`config.mk`:
```
export PLATFORM = sky130hd
export DESIGN_NAME = run_controller
export DESIGN_NICKNAME = d
export VERILOG_FILES = /design/src/rtl/definitions.sv /design/src/rtl/sat_counter.sv /design/src/rtl/run_controller.sv
export SDC_FILE = /design/constraint.sdc
export NUM_CORES = 1
export LEC_CHECK = 0
export ABC_AREA = 1
export BUFFER_PORTS_ARGS = -buffer_cell sky130_fd_sc_hd__buf_2
export CELL_PAD_IN_SITES_DETAIL_PLACEMENT = 1
export CELL_PAD_IN_SITES_GLOBAL_PLACEMENT = 1
export CORE_MARGIN = 2
export CORE_UTILIZATION = 40
export CTS_BUF_LIST = sky130_fd_sc_hd__clkbuf_2
export DETAILED_ROUTE_END_ITERATION = 7
export PLACE_DENSITY_LB_ADDON = 0.1
export SYNTH_ARGS = -nofsm -noshare
export SYNTH_HDL_FRONTEND = slang
export SYNTH_HIERARCHICAL = 1
export SYNTH_SLANG_ARGS = --single-unit
export TNS_END_PERCENT = 30
```
`constraint.sdc`:
```
create_clock -name CLK -period 2.2 [get_ports CLK]
set_input_delay 0.33 -clock CLK [delete_from_list [all_inputs] [get_ports CLK]]
set_output_delay 0.33 -clock CLK [all_outputs]
set_load 0.03 [all_outputs]
```
`src/rtl/definitions.sv`:
```
// Shared definitions for the run_controller block.
//   run_state_t : sequencer states (IDLE, INIT, RUN, REPORT)
//   INIT_CNT_W  : width of the inline INIT down-counter (INIT_CYCLES <= 255)
//   init_load() : value loaded into the INIT counter when a run is accepted
package definitions;

  typedef enum logic [1:0] {
    IDLE   = 2'd0,
    INIT   = 2'd1,
    RUN    = 2'd2,
    REPORT = 2'd3
  } run_state_t;

  localparam int INIT_CNT_W = 8;

  // The counter counts down to zero inclusive, so it starts one below the
  // number of INIT cycles wanted.
  function automatic logic [INIT_CNT_W-1:0] init_load(input int cycles);
    return INIT_CNT_W'(cycles - 1);
  endfunction

endpackage

```
`src/rtl/sat_counter.sv`:
```
// Saturating up-counter with synchronous clear and count enable.
// Ports:
//   CLK    in  1  clock, rising edge
//   reset  in  1  asynchronous active-low reset (count -> 0)
//   clear  in  1  synchronous clear, has priority over enable
//   enable in  1  increment by one, holding at all-ones
//   count  out W  current count
//   at_max out 1  count is all-ones (further increments are absorbed)
module sat_counter #(
  parameter int W = 16
) (
  input  logic         CLK,
  input  logic         reset,
  input  logic         clear,
  input  logic         enable,
  output logic [W-1:0] count,
  output logic         at_max
);

  assign at_max = &count;

  always_ff @(posedge CLK or negedge reset) begin
    if (!reset) begin
      count <= '0;
    end else if (clear) begin
      count <= '0;
    end else if (enable && !at_max) begin
      count <= count + 1'b1;
    end
  end

endmodule

```
`src/rtl/run_controller.sv`:
```
// Host-side run sequencer for the processor datapath.
// Parks the datapath with START high, applies INIT_CYCLES of START after an
// accepted host_go, counts RUN cycles until DONE (or the optional watchdog),
// and reports completion with a one-cycle host_done pulse.
// Optional feature macro: RUN_CTRL_TIMEOUT_EN enables the RUN-cycle watchdog;
// without it host_timeout is tied low and TIMEOUT_CYCLES is only range-checked.
// Ports:
//   CLK          in  1      clock, rising edge
//   reset        in  1      asynchronous active-low reset
//   host_go      in  1      run request, sampled in IDLE only
//   host_abort   in  1      cancel, honoured in INIT and RUN
//   dp_done      in  1      DONE from the datapath
//   dp_start     out 1      START to the datapath (low only in RUN)
//   host_busy    out 1      high in INIT, RUN and REPORT
//   host_done    out 1      one-cycle completion pulse (REPORT)
//   host_timeout out 1      run ended by watchdog, valid with host_done
//   host_cycles  out CNT_W  RUN-cycle count of the last completed run
module run_controller
  import definitions::*;
#(
  parameter int          INIT_CYCLES    = 2,
  parameter int          CNT_W          = 16,
  parameter int unsigned TIMEOUT_CYCLES = 32'hFFFF
) (
  input  logic             CLK,
  input  logic             reset,
  input  logic             host_go,
  input  logic             host_abort,
  input  logic             dp_done,
  output logic             dp_start,
  output logic             host_busy,
  output logic             host_done,
  output logic             host_timeout,
  output logic [CNT_W-1:0] host_cycles
);

  // Elaboration-time parameter sanity checks.
  if (INIT_CYCLES < 1 || INIT_CYCLES > 255) begin : g_bad_init_cycles
    $error("run_controller: INIT_CYCLES must be 1..255");
  end
  if (longint'(TIMEOUT_CYCLES) > (longint'(1) << CNT_W) - 1) begin : g_bad_timeout
    $error("run_controller: TIMEOUT_CYCLES exceeds counter range");
  end

  localparam logic [INIT_CNT_W-1:0] INIT_LOAD = init_load(INIT_CYCLES);

  run_state_t            state;
  logic [INIT_CNT_W-1:0] init_cnt;

  logic             run_clear;
  logic             run_enable;
  logic [CNT_W-1:0] run_count;
  logic             run_at_max;
  logic [CNT_W-1:0] run_now;
  logic             watchdog_hit;

  // The counter is held clear throughout INIT so the first RUN cycle starts
  // from zero; it only advances while in RUN.
  assign run_clear  = (state == INIT);
  assign run_enable = (state == RUN);

  sat_counter #(
    .W(CNT_W)
  ) u_run_cnt (
    .CLK   (CLK),
    .reset (reset),
    .clear (run_clear),
    .enable(run_enable),
    .count (run_count),
    .at_max(run_at_max)
  );

  // Count including the current RUN cycle (saturating), so that DONE in the
  // first RUN cycle reports 1.
  assign run_now = run_at_max ? run_count : run_count + 1'b1;

`ifdef RUN_CTRL_TIMEOUT_EN
  logic timeout_flag;
  assign watchdog_hit = (run_now == CNT_W'(TIMEOUT_CYCLES));
  assign host_timeout = timeout_flag;
`else
  assign watchdog_hit = 1'b0;
  assign host_timeout = 1'b0;
`endif

  always_ff @(posedge CLK or negedge reset) begin
    if (!reset) begin
      state       <= IDLE;
      init_cnt    <= '0;
      dp_start    <= 1'b1;
      host_busy   <= 1'b0;
      host_done   <= 1'b0;
      host_cycles <= '0;
`ifdef RUN_CTRL_TIMEOUT_EN
      timeout_flag <= 1'b0;
`endif
    end else begin
      host_done <= 1'b0;
      case (state)
        IDLE: begin
          // A simultaneous abort is meaningless here; go always wins.
          if (host_go) begin
            state     <= INIT;
            init_cnt  <= INIT_LOAD;
            host_busy <= 1'b1;
          end
        end
        INIT: begin
          if (host_abort) begin
            state     <= IDLE;
            init_cnt  <= '0;
            host_busy <= 1'b0;
          end else if (init_cnt == '0) begin
            state    <= RUN;
            dp_start <= 1'b0;
          end else begin
            init_cnt <= init_cnt - 1'b1;
          end
        end
        RUN: begin
          // Abort beats done, and done beats the watchdog.
          if (host_abort) begin
            state     <= IDLE;
            dp_start  <= 1'b1;
            host_busy <= 1'b0;
          end else if (dp_done || watchdog_hit) begin
            state       <= REPORT;
            dp_start    <= 1'b1;
            host_done   <= 1'b1;
            host_cycles <= run_now;
`ifdef RUN_CTRL_TIMEOUT_EN
            timeout_flag <= !dp_done;
`endif
          end
        end
        REPORT: begin
          state     <= IDLE;
          host_busy <= 1'b0;
        end
        default: begin
          state     <= IDLE;
          dp_start  <= 1'b1;
          host_busy <= 1'b0;
        end
      endcase
    end
  end

endmodule

```
# Word-level counts from Yosys, hierarchy flattened
# Cells that the tools add are included.
# classes
n_addsub	2
multipliers	0
n_div	0
magnitude_cmp	0
eq_ne	10
shift	0
n_mux	24
n_bitwise	1
reduce_logical	14
# op_table
operator	n
$mux W16	3
$mux W8	3
$add A16 B1 Y16 const B	1
$pmux W8 S2	1
$reduce_and A16 Y1	1
$mux W2	5
$mux W1	9
$reduce_and A3 Y1	3
$logic_not A8 Y1	1
$pmux W2 S4	1
$sub A8 B1 Y8 const B	1
$ne A3 B3 Y1 const B	2
$reduce_bool A2 Y1	3
$eq A2 B2 Y1 const B	2
$ne A2 B1 Y1 const B	2
$ne A2 B2 Y1 const B	2
$reduce_and A4 Y1	1
$ne A3 B2 Y1 const B	1
$pmux W1 S3	1
$eq A2 B1 Y1 const B	1
$logic_not A2 Y1	1
$pmux W1 S2	1
$reduce_and A2 Y1	1
$reduce_or A2 Y1	1
other kinds (3)	3
# word_totals
regBits	45
latch_bits	0
ramBits	0
mem_bits_ro	0
inputBits	5
output_inout_bits	20
mem_count	0

# Depth between registers and ports, before layout
# logic_depth
word_depth	5
depth_mapped	12

# Hierarchy
# The synthesis kept the hierarchy.
# by_module_without_submodules
mod	n_inst	cells_per_inst	area_per_inst_um2	seq_area_each_um2
run_controller	1	272	1918.1	726.9
sat_counter	1	161	1067.3	400.4

# Worst setup path after synthesis
# Ideal clock, no wire load.
# synth_path
kind	register to register
start	register u_run_cnt.count[0]
end	register host_cycles[6]
setup_ps	76
arrival_time_ps	2034
path_slack_ps	89
stages_incl_launch_ff	11
synth_period_minus_slack_ps	2111
cell_sequence	dfrtp_1 ha_1 nand2_2 nor2_4 nand3_1 nor3_1 inv_2 nand2_1 nor2_2 xor2_1 o21ai_1
# synth_between
elab_chain_len	2
elab_cells_between_ends	3
cone_classes	1 x add/sub; 1 x mux; 1 x reduce/logical
# synth_rtl
item	line	text
from (decl)	sat_counter.sv:16	output logic [W-1:0] count,
from (signal assigned)	sat_counter.sv:28	count <= count + 1'b1;
$reduce_and A16 Y1	sat_counter.sv:20	assign at_max = &count;
net run_at_max	run_controller.sv:53	logic run_at_max;
$mux W16	run_controller.sv:75	assign run_now = run_at_max ? run_count : run_count + 1'b1;
to (signal assigned)	run_controller.sv:130	host_cycles <= run_now;
to (decl)	run_controller.sv:34	output logic [CNT_W-1:0] host_cycles
# The timed path passes the listed nets, and every way through them passes these cells.
# A chain may end at the register's enable or synchronous reset.

# Worst setup path in the final report
# layout_path
start	register u_run_cnt.count[8]
end	register host_cycles[6]
# Same word-level chain as after synthesis.

==> flow_summary.ini <==
[die]
start_util_pct = 41.2
die_y_um = 90.4
die_w_um = 90.4
design.die.area_mm2 = 0.00817
boundaryPins = 25
rows = 31
coreArea_mm2 = 0.00725

[detailed_routing]
wirelength_um = 8340
via_per_inst = 5.08
drtPass1Iterations = 4
ant_nets = 0
routedWlPerCell_um = 14.6
dr_total_vias = 2900
initialDrtViolationCount = 57
drcViolationCount = 0

[setup_path]
r2r_start = u_run_cnt/count[8]$_DFFE_PN0P_
critPathRequiredTime_ns = 2.55
criticalPathCategory = reg2reg
worstPathArrival_ns = 2.36
startpoint_type = flip-flop
endpoint_kind = flip-flop
crit_path_max_fanout = 10
crit_start = u_run_cnt/count[8]$_DFFE_PN0P_

[power_and_ir_drop]
sw_frac_of_total_pct = 49.3
p_switching_mw = 1.48
p_int_mw = 1.52
pwr-share-comb_pct = 53.2
peakVddDrop_v = 0.000499
power_mw = 3.00
p_per_area_mw_per_mm2 = 900
leakage_nw = 1.71
clockPowerShare_pct = 11.7
pwr-share-seq_pct = 35.1

[grt]
track_usage_pct = 21.9
gr-total-overflow = 0
antenna_found_initial = 0
grt_pass1_vias = 3010
grt_max_degree = 24
grt_pass1_wl_um = 14600

[timing]
fin_setup_tns_ns = 0
final_hold_viol_count = 0
finalCritPeriodShare_pct = 91.3
max_freq_mhz = 498
slew_violations = 0
rsz0062_at_grt = no
finalSetupViolCount = 0
fin_skew_ns = 0.0209
worst_pin_slew_ns = 0.580
period_needed_ns = 2.01
slew_headroom_pct = 61.3

[final_layout]
diodes = 0
nFillCells = 991
final_cell_mix = nand2_1, nand3_1, inv_1
multiInputGateArea_mm2 = 0.00162
drive_above_1_share_pct = 16.3
fin_nets = 483
area_growth_pct = 11.7
final_common_cell = nand2_1
seq_area_mm2 = 0.00113

[synthesis]
syn-num-nets = 445
netlist_instances = 433
synth_seq_cells = 45
synth-warning-count = 6
avgSynthCellArea_um2 = 6.89
synthDistinctLibCells = 31
synth-seq-area-share_pct = 37.8
syn_area_mm2 = 0.00299

[clock_network]
cts_root_buffer = clkbuf_2
cts_tree = yes
cts_resized = 0
cts_buffers = 5
htreeDepth = 2
clockBufferDepth = 2
clk_pin_slew_ns = 0.22
cts.sinks = 45
insertion_delay_ns = 0.42

[placed_design]
io_buffers = 23
gp_congestion = 0.873
dpl.hpwl_um = 6480

[min_path]
hold_start = host_go
holdCritPathClass = in2reg

[job]
maxCapViolCount = 0

[status]
status = complete, no violations
routing by layer:
metal	part of all wire, %	global-route usage [%]
met1	47	29.0
met3	3.5	2.92
met5	0	0
met4	0.98	5.77
met2	48	37.8
stage by stage:
stage	hold slack (ns)	area (um^2)	util, %	std cells	worst slack (ns)
6_report	0.186	3330	46.0	571	0.191
5_1_grt	0.174	3330	46.0	571	0.0626
4_1_cts	0.164	3330	46.0	571	0.219
3_5_place_dp	0.372	3280	45.3	562	0.272
3_3_place_gp	0.369	3280	45.3	562	0.335
2_1_floorplan	0.0344	2990	-	433	0.0894
synth_stat cells:
master	n	share of area, %
nand3_2	1	0.34
buf_2	3	0.50
a21oi_1	9	1.5
o21ai_0	8	1.3
nand4_1	16	3.4
nor2_1	41	5.2
inv_4	1	0.21
nand2_2	5	1.0
o21ai_1	9	1.5
nor2_2	8	1.7
o31ai_1	1	0.25
dfstp_2	1	0.88
buf_6	1	0.38
buf_4	2	0.50
o21bai_1	2	0.50
inv_1	45	5.7
dfrtp_1	44	37
xnor2_1	1	0.29
clkbuf_1	1	0.13
a21oi_4	1	0.54
nand3_4	1	0.59
conb_1	1	0.13
nand2_4	1	0.38
inv_2	6	0.75
nor3_1	1	0.17
nor4_1	1	0.21
nand2_1	150	19
ha_1	7	2.9
nand3_1	51	8.5
nor2_4	8	3.0
xor2_1	6	1.8
logic make-up after synthesis:
logic type	after synthesis	share of synthesized area, %
buffers and inverters	59	8.13
adders and majority gates	7	2.93
AOI/OAI and AO/OA	30	5.66
xor gates and xnor gates	7	2.05
DFF	45	37.8
other	1	0.126
and+or+nand+nor	284	43.3
registers in the layout (all words and copies together) (netlist names):
register	cells
host_busy	1
dp_start	1
host_cycles	16
state	2
u_run_cnt/count	16
init_cnt	8
host_done	1
layout make-up:
class / count / share of cell area, %
clock buffer: 7 / 1.05
clock inverter: 1 / 0.113
inverter: 52 / 5.93
multi-input combinational: 329 / 48.5
sequential: 45 / 33.8
tap: 99 / 3.72
timing repair buffer: 38 / 6.91
path summary, 6_finish.rpt:
kind | slack, ns | cells after the start | to
max in group asynchronous | 1.16 | 3 | host_cycles[6]$_DFFE_PN0P_
setup / recovery | 0.19 | 10 | host_cycles[6]$_DFFE_PN0P_
hold / removal | 0.19 | 3 | host_busy$_DFFE_PN0P_
setup reg to reg | 0.19 | 10 | host_cycles[6]$_DFFE_PN0P_
min in group asynchronous | 0.40 | 2 | init_cnt[4]$_DFFE_PN0P_
hold reg to reg | 0.50 | 2 | host_cycles[8]$_DFFE_PN0P_
repair_timing:
action / 4_1_cts / 5_1_grt
endpoints found under the hold margin: 20 / 0
setup buffers: 0 / 0
hold buffers: 1 / 0
power by group through the flow:
| stage | clock network [mW] | logic [mW] | registers [mW] |
|---|---|---|---|
| final | 0.352 | 1.60 | 1.05 |
| after global routing | 0.406 | 1.80 | 1.07 |
| after CTS | 0.371 | 1.61 | 1.05 |
| after detailed placement | 0 | 1.60 | 1.07 |
| after global placement | 0 | 1.54 | 1.06 |
| after floorplan | 0 | 1.13 | 1.12 |
critical path: stages, from the launching register on:
cell and delay (ns):
dfrtp_1 0.61, nand2_1 0.13, nor2_1 0.21, nand3_1 0.13
nor3_1 0.17, buf_4 0.18, inv_2 0.09, nand2_1 0.11
nor2_2 0.06, xor2_1 0.14, o21ai_1 0.11
Power figures use the tool's default switching activity.
